**config.mk**
```make
export PLATFORM = sky130hd
export DESIGN_NAME = shared_data_stream_tx_flat
export DESIGN_NICKNAME = d
export VERILOG_FILES = /design/src/rtl/shared_data_stream_tx_if.sv /design/src/rtl/shared_data_stream_tx.sv /design/src/flat_wrapper.sv
export SDC_FILE = /design/constraint.sdc
export NUM_CORES = 2
export LEC_CHECK = 0
export BUFFER_PORTS_ARGS = -buffer_cell sky130_fd_sc_hd__buf_2
export CAP_MARGIN = 20
export CORE_MARGIN = 10
export CORE_UTILIZATION = 43
export CTS_CLUSTER_DIAMETER = 60
export CTS_CLUSTER_SIZE = 16
export DETAILED_ROUTE_END_ITERATION = 8
export GPL_TIMING_DRIVEN = 0
export SLEW_MARGIN = 20
export SYNTH_ARGS = -nofsm -noshare
export SYNTH_HDL_FRONTEND = slang
export SYNTH_SLANG_ARGS = --single-unit
```
**constraint.sdc**
```tcl
create_clock -name clk -period 28 [get_ports clk]
set_clock_uncertainty 0.1 [all_clocks]
set_input_delay 5.6 -clock clk [delete_from_list [all_inputs] [get_ports clk]]
set_output_delay 5.6 -clock clk [all_outputs]
set_load 0.01 [all_outputs]
```
**src/rtl/shared_data_stream_tx_if.sv**
```systemverilog
// AXI4-Lite bundle carrying local shared-memory writes into the TX block.
// Latency: none, wires only.
// Backpressure: standard valid/ready on every channel.
interface axi4_lite #(
  parameter int AW = 16,
  parameter int DW = 32
);
  logic            awvalid;
  logic            awready;
  logic [AW-1:0]   awaddr;
  logic            wvalid;
  logic            wready;
  logic [DW-1:0]   wdata;
  logic [DW/8-1:0] wstrb;
  logic            bvalid;
  logic            bready;
  logic [1:0]      bresp;
  logic            arvalid;
  logic            arready;
  logic [AW-1:0]   araddr;
  logic            rvalid;
  logic            rready;
  logic [DW-1:0]   rdata;
  logic [1:0]      rresp;

  modport s (
    input  awvalid, awaddr, wvalid, wdata, wstrb, bready, arvalid, araddr, rready,
    output awready, wready, bvalid, bresp, arready, rvalid, rdata, rresp
  );
endinterface

```
**src/rtl/shared_data_stream_tx.sv**
```systemverilog
// Buffers AXI4-Lite writes for one shared-memory segment and sends them as a framed TX byte stream.
// Latency: flush decision -> START state next cycle; one symbol per data_tx_ena cycle thereafter.
// Backpressure: writes stall while a frame is sending or a different segment is pending; TX stalls on data_tx_ena=0.
// Optional: SHARED_DATA_TX_TIMEOUT_EN adds the idle-timeout flush.
module shared_data_stream_tx #(
  parameter int FB_DW               = 32,
  parameter int SHARED_MEM_SEG_SIZE = 64,
  parameter int SHARED_MEM_AW       = 16,
  parameter int FLUSH_TIMEOUT       = 64
) (
  input  logic       clk,
  input  logic       rst,
  axi4_lite.s        shared_data_in_i,
  input  logic       data_tx_ena,
  output logic [7:0] tx_data,
  output logic       tx_isk,
  output logic       tx_busy
);
  localparam int WSZ      = FB_DW / 8;
  localparam int BUF_SIZE = SHARED_MEM_SEG_SIZE / WSZ;
  localparam int WORD_LSB = $clog2(WSZ);
  localparam int SEG_LSB  = $clog2(SHARED_MEM_SEG_SIZE);
  localparam int IDX_W    = SEG_LSB - WORD_LSB;
  localparam int BCNT_W   = $clog2(BUF_SIZE * WSZ);
  localparam int CNT_W    = $clog2(BUF_SIZE + 1);

  typedef enum logic [1:0] {ING_EMPTY, ING_COLLECT, ING_SENDING} ing_state_t;
  typedef enum logic [2:0] {TX_IDLE, TX_START, TX_ADDR, TX_DATA, TX_STOP, TX_CHK_HI, TX_CHK_LO} tx_state_t;

  ing_state_t                      ing_q, ing_d;
  tx_state_t                       tx_q, tx_d;
  logic [7:0]                      pend_seg_q, pend_seg_d;
  logic [BUF_SIZE-1:0]             vld_q, vld_d;
  logic [BUF_SIZE-1:0][FB_DW-1:0]  mem_q, mem_d;
  logic [BCNT_W-1:0]               bc_q, bc_d;
  logic [15:0]                     chk_q, chk_d;
  logic                            bvalid_q, bvalid_d;
  logic [1:0]                      bresp_q, bresp_d;
  logic                            rvalid_q, rvalid_d;

  logic [SHARED_MEM_AW-1:0] seg_shift;
  logic [7:0]               wr_seg;
  logic [IDX_W-1:0]         wr_word;
  logic                     req, rsv, permit, accept, wr_buf, last_wr, flush;
  logic                     timeout_hit;
  logic [CNT_W-1:0]         word_cnt;
  logic [BCNT_W:0]          nbytes;
  logic [IDX_W-1:0]         cur_word;
  logic [WORD_LSB-1:0]      cur_lane;
  logic [7:0]               cur_byte;
  logic                     last_byte;

  assign seg_shift = shared_data_in_i.awaddr >> SEG_LSB;
  assign wr_seg    = seg_shift[7:0];
  assign wr_word   = shared_data_in_i.awaddr[SEG_LSB-1:WORD_LSB];
  assign req       = shared_data_in_i.awvalid && shared_data_in_i.wvalid && !bvalid_q;
  assign rsv       = (wr_seg == 8'hFF);

  // Only the low address bits and the read address carry no meaning here.
  logic unused_ok;
  assign unused_ok = ^{shared_data_in_i.araddr, shared_data_in_i.awaddr[WORD_LSB-1:0],
                       seg_shift[SHARED_MEM_AW-1:8]};

`ifdef SHARED_DATA_TX_TIMEOUT_EN
  localparam int TMR_W = $clog2(FLUSH_TIMEOUT + 1);
  logic [TMR_W-1:0] timer_q, timer_d;

  assign timeout_hit = (timer_q == TMR_W'(FLUSH_TIMEOUT));

  // Idle timer: cleared by every accepted write, saturates at the timeout.
  always_comb begin
    timer_d = timer_q;
    if (accept)            timer_d = '0;
    else if (!timeout_hit) timer_d = timer_q + 1'b1;
  end

  // Timer register.
  always_ff @(posedge clk or posedge rst) begin
    if (rst) timer_q <= '0;
    else     timer_q <= timer_d;
  end
`else
  logic unused_tmo;
  assign unused_tmo  = (FLUSH_TIMEOUT > 0);
  assign timeout_hit = 1'b0;
`endif

  // Frame length comes from the highest valid word; gaps below it go out as zeros.
  always_comb begin
    word_cnt = '0;
    for (int i = 0; i < BUF_SIZE; i++) begin
      if (vld_q[i]) word_cnt = CNT_W'(i + 1);
    end
  end

  assign nbytes    = (BCNT_W + 1)'(word_cnt) << WORD_LSB;
  assign last_byte = ({1'b0, bc_q} == nbytes - 1'b1);
  assign cur_word  = bc_q[BCNT_W-1:WORD_LSB];
  assign cur_lane  = bc_q[WORD_LSB-1:0];
  assign cur_byte  = vld_q[cur_word] ? mem_q[cur_word][{cur_lane, 3'b000} +: 8] : 8'h00;

  // Ingest: write admission, buffer update and flush decision.
  always_comb begin
    ing_d      = ing_q;
    pend_seg_d = pend_seg_q;
    vld_d      = vld_q;
    mem_d      = mem_q;
    flush      = 1'b0;
    case (ing_q)
      ING_EMPTY:   permit = 1'b1;
      ING_COLLECT: permit = rsv || (wr_seg == pend_seg_q);
      default:     permit = 1'b0;
    endcase
    accept  = req && permit;
    wr_buf  = accept && !rsv;
    last_wr = wr_buf && (wr_word == IDX_W'(BUF_SIZE - 1));

    if (wr_buf) begin
      // First write to a word this frame clears lanes the strobe leaves untouched.
      if (!vld_q[wr_word]) mem_d[wr_word] = '0;
      for (int b = 0; b < WSZ; b++) begin
        if (shared_data_in_i.wstrb[b]) mem_d[wr_word][b*8 +: 8] = shared_data_in_i.wdata[b*8 +: 8];
      end
      vld_d[wr_word] = 1'b1;
    end

    case (ing_q)
      ING_EMPTY: begin
        if (wr_buf) begin
          pend_seg_d = wr_seg;
          flush      = last_wr;
          ing_d      = last_wr ? ING_SENDING : ING_COLLECT;
        end
      end
      ING_COLLECT: begin
        if (last_wr || (req && !permit) || timeout_hit) begin
          flush = 1'b1;
          ing_d = ING_SENDING;
        end
      end
      default: begin
        if (tx_q == TX_IDLE) begin
          ing_d = ING_EMPTY;
          vld_d = '0;
        end
      end
    endcase
  end

  // Response channels: B follows each accept, R answers every read with an error.
  always_comb begin
    bvalid_d = accept || (bvalid_q && !shared_data_in_i.bready);
    bresp_d  = accept ? (rsv ? 2'b10 : 2'b00) : bresp_q;
    rvalid_d = shared_data_in_i.arvalid || (rvalid_q && !shared_data_in_i.rready);
  end

  assign shared_data_in_i.awready = accept;
  assign shared_data_in_i.wready  = accept;
  assign shared_data_in_i.bvalid  = bvalid_q;
  assign shared_data_in_i.bresp   = bresp_q;
  assign shared_data_in_i.arready = 1'b1;
  assign shared_data_in_i.rvalid  = rvalid_q;
  assign shared_data_in_i.rdata   = '0;
  assign shared_data_in_i.rresp   = 2'b10;

  // TX FSM: next state, checksum update and combinational symbol output.
  always_comb begin
    tx_d    = tx_q;
    bc_d    = bc_q;
    chk_d   = chk_q;
    tx_data = 8'h00;
    tx_isk  = 1'b0;
    case (tx_q)
      TX_IDLE: begin
        if (flush) begin
          tx_d  = TX_START;
          bc_d  = '0;
          chk_d = 16'hFFFF;
        end
      end
      TX_START: if (data_tx_ena) begin
        tx_data = 8'h5C;
        tx_isk  = 1'b1;
        tx_d    = TX_ADDR;
      end
      TX_ADDR: if (data_tx_ena) begin
        tx_data = pend_seg_q;
        chk_d   = chk_q - {8'h00, pend_seg_q};
        tx_d    = TX_DATA;
      end
      TX_DATA: if (data_tx_ena) begin
        tx_data = cur_byte;
        chk_d   = chk_q - {8'h00, cur_byte};
        if (last_byte) tx_d = TX_STOP;
        else           bc_d = bc_q + 1'b1;
      end
      TX_STOP: if (data_tx_ena) begin
        tx_data = 8'h3C;
        tx_isk  = 1'b1;
        tx_d    = TX_CHK_HI;
      end
      TX_CHK_HI: if (data_tx_ena) begin
        tx_data = chk_q[15:8];
        tx_d    = TX_CHK_LO;
      end
      TX_CHK_LO: if (data_tx_ena) begin
        tx_data = chk_q[7:0];
        tx_d    = TX_IDLE;
      end
      default: tx_d = TX_IDLE;
    endcase
  end

  assign tx_busy = (tx_q != TX_IDLE);

  // State registers; reset drops any frame in flight and all pending responses.
  always_ff @(posedge clk or posedge rst) begin
    if (rst) begin
      ing_q      <= ING_EMPTY;
      tx_q       <= TX_IDLE;
      pend_seg_q <= 8'h00;
      vld_q      <= '0;
      mem_q      <= '0;
      bc_q       <= '0;
      chk_q      <= 16'hFFFF;
      bvalid_q   <= 1'b0;
      bresp_q    <= 2'b00;
      rvalid_q   <= 1'b0;
    end else begin
      ing_q      <= ing_d;
      tx_q       <= tx_d;
      pend_seg_q <= pend_seg_d;
      vld_q      <= vld_d;
      mem_q      <= mem_d;
      bc_q       <= bc_d;
      chk_q      <= chk_d;
      bvalid_q   <= bvalid_d;
      bresp_q    <= bresp_d;
      rvalid_q   <= rvalid_d;
    end
  end
endmodule

```
**src/flat_wrapper.sv**
```systemverilog
// flat-port wrapper written by rule: the top's interface ports become plain ports
module shared_data_stream_tx_flat 
#(
  parameter int FB_DW               = 32,
  parameter int SHARED_MEM_SEG_SIZE = 64,
  parameter int SHARED_MEM_AW       = 16,
  parameter int FLUSH_TIMEOUT       = 64
)
  (clk, rst, data_tx_ena, tx_data, tx_isk, tx_busy, shared_data_in_i_awvalid, shared_data_in_i_awaddr, shared_data_in_i_wvalid, shared_data_in_i_wdata, shared_data_in_i_wstrb, shared_data_in_i_bready, shared_data_in_i_arvalid, shared_data_in_i_araddr, shared_data_in_i_rready, shared_data_in_i_awready, shared_data_in_i_wready, shared_data_in_i_bvalid, shared_data_in_i_bresp, shared_data_in_i_arready, shared_data_in_i_rvalid, shared_data_in_i_rdata, shared_data_in_i_rresp);
  axi4_lite #(.AW(16), .DW(32)) shared_data_in_i_i ();
  input  logic clk;
  input  logic rst;
  input  logic data_tx_ena;
  output logic [7:0] tx_data;
  output logic tx_isk;
  output logic tx_busy;
  input wire logic [$bits(shared_data_in_i_i.awvalid)-1:0] shared_data_in_i_awvalid;
  input wire logic [$bits(shared_data_in_i_i.awaddr)-1:0] shared_data_in_i_awaddr;
  input wire logic [$bits(shared_data_in_i_i.wvalid)-1:0] shared_data_in_i_wvalid;
  input wire logic [$bits(shared_data_in_i_i.wdata)-1:0] shared_data_in_i_wdata;
  input wire logic [$bits(shared_data_in_i_i.wstrb)-1:0] shared_data_in_i_wstrb;
  input wire logic [$bits(shared_data_in_i_i.bready)-1:0] shared_data_in_i_bready;
  input wire logic [$bits(shared_data_in_i_i.arvalid)-1:0] shared_data_in_i_arvalid;
  input wire logic [$bits(shared_data_in_i_i.araddr)-1:0] shared_data_in_i_araddr;
  input wire logic [$bits(shared_data_in_i_i.rready)-1:0] shared_data_in_i_rready;
  output wire logic [$bits(shared_data_in_i_i.awready)-1:0] shared_data_in_i_awready;
  output wire logic [$bits(shared_data_in_i_i.wready)-1:0] shared_data_in_i_wready;
  output wire logic [$bits(shared_data_in_i_i.bvalid)-1:0] shared_data_in_i_bvalid;
  output wire logic [$bits(shared_data_in_i_i.bresp)-1:0] shared_data_in_i_bresp;
  output wire logic [$bits(shared_data_in_i_i.arready)-1:0] shared_data_in_i_arready;
  output wire logic [$bits(shared_data_in_i_i.rvalid)-1:0] shared_data_in_i_rvalid;
  output wire logic [$bits(shared_data_in_i_i.rdata)-1:0] shared_data_in_i_rdata;
  output wire logic [$bits(shared_data_in_i_i.rresp)-1:0] shared_data_in_i_rresp;
  assign shared_data_in_i_i.awvalid = shared_data_in_i_awvalid;
  assign shared_data_in_i_i.awaddr = shared_data_in_i_awaddr;
  assign shared_data_in_i_i.wvalid = shared_data_in_i_wvalid;
  assign shared_data_in_i_i.wdata = shared_data_in_i_wdata;
  assign shared_data_in_i_i.wstrb = shared_data_in_i_wstrb;
  assign shared_data_in_i_i.bready = shared_data_in_i_bready;
  assign shared_data_in_i_i.arvalid = shared_data_in_i_arvalid;
  assign shared_data_in_i_i.araddr = shared_data_in_i_araddr;
  assign shared_data_in_i_i.rready = shared_data_in_i_rready;
  assign shared_data_in_i_awready = shared_data_in_i_i.awready;
  assign shared_data_in_i_wready = shared_data_in_i_i.wready;
  assign shared_data_in_i_bvalid = shared_data_in_i_i.bvalid;
  assign shared_data_in_i_bresp = shared_data_in_i_i.bresp;
  assign shared_data_in_i_arready = shared_data_in_i_i.arready;
  assign shared_data_in_i_rvalid = shared_data_in_i_i.rvalid;
  assign shared_data_in_i_rdata = shared_data_in_i_i.rdata;
  assign shared_data_in_i_rresp = shared_data_in_i_i.rresp;
  shared_data_stream_tx #(.FB_DW(FB_DW), .SHARED_MEM_SEG_SIZE(SHARED_MEM_SEG_SIZE), .SHARED_MEM_AW(SHARED_MEM_AW), .FLUSH_TIMEOUT(FLUSH_TIMEOUT)) u_core (.clk(clk), .rst(rst), .shared_data_in_i(shared_data_in_i_i), .data_tx_ena(data_tx_ena), .tx_data(tx_data), .tx_isk(tx_isk), .tx_busy(tx_busy));
endmodule
```
After elaboration in Yosys (flattened, before gate mapping)
Index checks and enable logic that the tools add are counted.
{"block": "word_totals", "ff_bits": 567, "inputBits": 76, "wordCells": 176}
{"block": "classes", "n_addsub": 4, "order_cmp": 3, "n_eq_ne": 22, "shift": 1, "n_mux": 87, "n_bitwise": 3, "reduce_logical": 31}
{"op": "2-to-1 mux 512 bit", "count": 9}
{"op": "bitwise mux 512 bit", "count": 4}
{"op": "demux 32 bit (select 4 bit)", "count": 5}
{"op": "bitwise AND 512 bit", "count": 1}
{"op": "NOT 512 bit", "count": 1}
{"op": "binary-select mux 32 bit (select 4 bit)", "count": 1}
{"op": "2-to-1 mux 16 bit", "count": 7}
{"op": "2-to-1 mux 32 bit", "count": 3}
{"op": "2-to-1 mux 5 bit", "count": 15}
{"op": "2-to-1 mux 8 bit", "count": 6}
{"op": "one-hot mux 16 bit (3 select lines)", "count": 1}
{"op": "one-hot mux 8 bit (6 select lines)", "count": 1}
{"op": "variable part select 32 x 6 -> 8 bit", "count": 1}
{"op": "subtractor 16 x 8 -> 16 bit", "count": 2}
{"op": "2-to-1 mux 24 bit", "count": 1}
{"op": "2-to-1 mux 3 bit", "count": 8}
{"op": "2-to-1 mux 6 bit", "count": 4}
{"op": "one-hot mux 3 bit (7 select lines)", "count": 1}
{"op": "bitwise OR 16 bit", "count": 1}
{"op": "!= test 2 bit, second input constant", "count": 7}
{"op": "one-hot mux 6 bit (2 select lines)", "count": 1}
{"op": "less-than comparator 4 x 5 -> 1 bit, second input constant", "count": 2}
{"op": "2-to-1 mux 2 bit", "count": 5}
{"op": "== test 3 bit, second input constant", "count": 3}
{"op": "other kinds (29)", "count": 61}

Longest topological paths before layout
{"block": "logic_depth", "depth_word": 21, "depth_mapped": 20}

Least setup slack after synthesis
No wires, ideal clock.
{"block": "synth_timing", "path_kind": "input-to-output", "from": "input port shared_data_in_i_awaddr[12]", "to": "output port shared_data_in_i_wready", "arrival_time_ns": 6.683, "required_time_ns": 22.300, "slack_ns": 15.617, "path_stages": 7, "path_buffers": 1, "cell_sequence": "xor2_1 -> nor4_1 -> a21boi_2 -> o21ai_0 -> nand2_1 -> inv_1 -> buf_4"}
{"block": "synth_between", "elab_chain_len": 4, "elab_cells_between_ends": 5}
{"element": "start, declared", "line": "flat_wrapper.sv:18", "text": "input wire logic [$bits(shared_data_in_i_i.awaddr)-1:0] shared_data_in_i_awaddr;"}
{"element": "== test 8 bit, on equally long branches", "line": "shared_data_stream_tx.sv:57, shared_data_stream_tx.sv:111"}
{"element": "logical OR 1 bit (*)", "line": "shared_data_stream_tx.sv:111", "text": "ING_COLLECT: permit = rsv || (wr_seg == pend_seg_q);"}
{"element": "one-hot mux 1 bit (2 select lines) (*)", "line": "shared_data_stream_tx.sv:109", "text": "case (ing_q)"}
{"element": "logical AND 1 bit (*)", "line": "shared_data_stream_tx.sv:114", "text": "accept = req && permit;"}
{"element": "end, declared", "line": "flat_wrapper.sv:27", "text": "output wire logic [$bits(shared_data_in_i_i.wready)-1:0] shared_data_in_i_wready;"}
Every way passes the cells marked *; elsewhere a longest branch is shown, timed or not.

Worst setup path in the final report
{"block": "layout_timing", "from": "input port shared_data_in_i_awaddr[6]", "to": "output port shared_data_in_i_wready"}
Same word-level chain as after synthesis.

==> results.txt <==
Run status: complete, no violations
Hold WC Path Type: flop to flop
Synth Warn #: 0
Ant. Diodes: 0
FMAX: 0.07665 GHz
Initial antenna violation count: 2
Most Crowded Layer GR: met2
Library cells used by synthesis: 71
Fraction of layout cells with a size suffix above 1: 0.1921
Post-DRT Antenna Nets: 0
Critical Path Max Stage Delay: 0.58 ns
Clock share of power: 0.266
Top delay family on crit path: compound AO/OA/AOI/OAI gates
Die Wd: 268.8 µm
Die H: 268.8 µm
Vias per cell: 6.555
CP Cell Sequence: buf_2 -> xor2_1 -> nor4_1 -> a21boi_2 -> o21ai_0 -> nand2_1 -> inv_1 -> buf_4 -> buf_2
Leakage: 0.01257 µW
Core area: 61480 µm²
Residual DRC: 0
Critical Path Fanout Max: 10
VDD IR max: 47.88 µV
Post-CTS Setup Bufs: 0
Synth top area cells: dfrtp_1 52%, mux4_2 11%, o2bb2ai_1 11%, nand2_1 4.4%, o21ai_0 4.0%
Final min period: 13.05 ns
Internal cell power: 1627 µW
Synth area leader: dfrtp_1
GR Layer Usage met2: 0.4214
Post-place instance area: 28320 µm²
Area of the multi-input gates: 11470 µm²
Total GRT Usage: 0.2833
First-pass GRT wire length: 148600 µm
Yosys top cell area share: 0.5171
Die area: 72250 µm²
Grt met3 use: 0.08689
WL final: 102500 µm
Met1 Usage GRT: 0.3714
CTS Buffer Depth: 3
Tightest Pin Transition: 1.365 ns
Synth Flop Type: dfrtp_1
Startpoint type of the worst setup path: input port
Most frequent cells in the layout: 550 x dfrtp_1, 320 x o2bb2ai_1, 313 x nand2_1, 212 x o21ai_0, 131 x mux4_2
Synth Instances: 2230
Filler Cell Count: 5528
Root buffer cell: clkbuf_16
Num CTS Buffers: 49
Overall Power: 2667 µW
Final instance area: 29880 µm²
Register area: 14180 µm²
Via Count: 21043
Cts hold-fix bufs: 0
Critical Path End Type: primary output
Slew HR: 0.08804
Final #Nets: 2479
Routed wire per std cell: 31.92 µm
Net switching power: 1041 µW
Clock Latency Late Sink: 0.63 ns
Sw frac: 0.3902
Critical path type: input port to primary output
CTS clk-pin slew, worst paths: 0.06 ns
Post-cts resize count: 0
TritonCTS clock tree: built
Final GP Congestion: 0.9907
Drt pass-1 iters: 6
Starting Density: 0.4329
#FFs+latches synth: 566
Commonest non-fill, non-tap cell in the layout: dfrtp_1
Number of DRC markers in iteration 0: 2935
Avg Cell Area, Syn: 11.93 µm²
DP HPWL: 71070 µm
Max-Cap Viols: 0
Largest net degree at the start of global routing: 112
Worst path bufs/invs: 4
P per Cell Area: 89.26 nW/µm²
Flop pwr share: 0.368
Area Overhead vs Synth: 12.28%
Sequential area share after synthesis: 0.5329
Endpoints failing setup: 0
RSZ-0062 raised after global routing: no
Crit-path most repeated cell: buf_2
Port-buffer cells: 65
CTS H-tree depth: 2
Cell area after synthesis: 26610 µm²
Ys async rst share: 1.000
Gr ovfl total: 0
Comb pwr share: 0.367
Vias in the first global route: 21189
Tcrit/Tclk final: 0.4660
Crit path DAT: 7.35 ns
CTS sink count: 566
Row count: 91
CP max-delay cell: a21boi_2
Hold Vio Cnt, Final: 0
Worst EP required: 22.30 ns
EDFF count, synth: 0
Top-Level Pins: 127
Sum Neg Setup Slack: 0 ns
Slew Limit Fails: 0
==> routing by layer <==
| metal | vias up | share of wire | wire (µm) |
|---|---|---|---|
| li1 | 8624 | - | - |
| met1 | 10824 | 0.39 | 40140 |
| met2 | 1320 | 0.44 | 45030 |
| met3 | 273 | 0.11 | 11740 |
| met4 | 2 | 0.054 | 5505 |
| met5 | - | 0.00035 | 36 |
==> final timing paths <==
check,from,endpoint,slack (ns),depth (start not counted)
worst max-delay path,shared_data_in_i_awaddr[6],shared_data_in_i_wready,14.95,9
min in group asynchronous,rst,asynchronous set/reset pin,4.92,2
worst max register to register,u_core.bc_q[5],u_core.chk_q[15],21.17,16
worst min-delay path,u_core.shared_data_in_i.rvalid,u_core.shared_data_in_i.rvalid,0.37,1
worst min register to register,u_core.shared_data_in_i.rvalid,u_core.shared_data_in_i.rvalid,0.37,1
max in group asynchronous,rst,asynchronous set/reset pin,20.84,6
==> synth_stat cells (15+ instances only) <==
master	number
a21oi_1	55
a221oi_1	24
buf_2	29
buf_4	59
clkbuf_1	111
dfrtp_1	550
dfstp_2	16
inv_1	24
mux2i_1	39
mux4_2	131
nand2_1	313
nand2_2	40
nand2b_1	15
nand3_1	15
nor2_1	44
o21ai_0	212
o2bb2ai_1	320
or3_1	18
==> area by class of cell <==
type	count	area share
Inverter	25	0.003391
Tap cell	790	0.03308
Timing Repair Buffer	77	0.01784
Clock inverter	22	0.01034
Buffer	206	0.03475
Multi-Input combinational cell	1467	0.3839
Clock buffer	57	0.04204
Sequential cell	566	0.4746
==> power by group through the flow <==
| stage | clock, µW | sequential, µW | combinational, µW |
|---|---|---|---|
| 2_1_floorplan | 0 | 967 | 611 |
| 3_3_place_gp | 0 | 991 | 934 |
| 3_5_place_dp | 0 | 992 | 950 |
| 4_1_cts | 715 | 978 | 952 |
| 5_1_grt | 744 | 988 | 1020 |
| 6_report | 709 | 980 | 978 |
==> kinds of logic after synthesis <==
family,count (synthesis),share of synthesized area
multiplexers,183,0.1316
adder cells (fa/ha/maj),11,0.005453
AND/OR/NAND/NOR,506,0.08650
AO/OA/AOI/OAI,709,0.1935
other,2,0.0002822
buffers and inverters,231,0.04255
flip-flops,566,0.5329
XOR/XNOR,22,0.007240
==> metrics by stage <==
step / setup slack (ns) / instances / hold slack [ns] / utilization
3_5_place_dp: 14.99 / 3131 / 0.3613 / 0.4606
2_1_floorplan: 6.496 / 2264 / 0.3446 / -
6_report: 14.95 / 3210 / 0.3696 / 0.4860
5_1_grt: 14.86 / 3210 / 0.3937 / 0.4860
4_1_cts: 14.97 / 3210 / 0.3749 / 0.4860
3_3_place_gp: 0.9658 / 3119 / 0.3562 / 0.4563
==> worst reg2reg max path, delay by kind of cell, from the launching register on <==
kind | cells | cell delay, ns
compound gates | 9 | 2.90
buf+inv | 3 | 2.42
simple gates | 3 | 0.60
flops | 1 | 0.40
fa+ha+maj | 1 | 0.32
No activity file was read; power rests on OpenSTA's default activity.
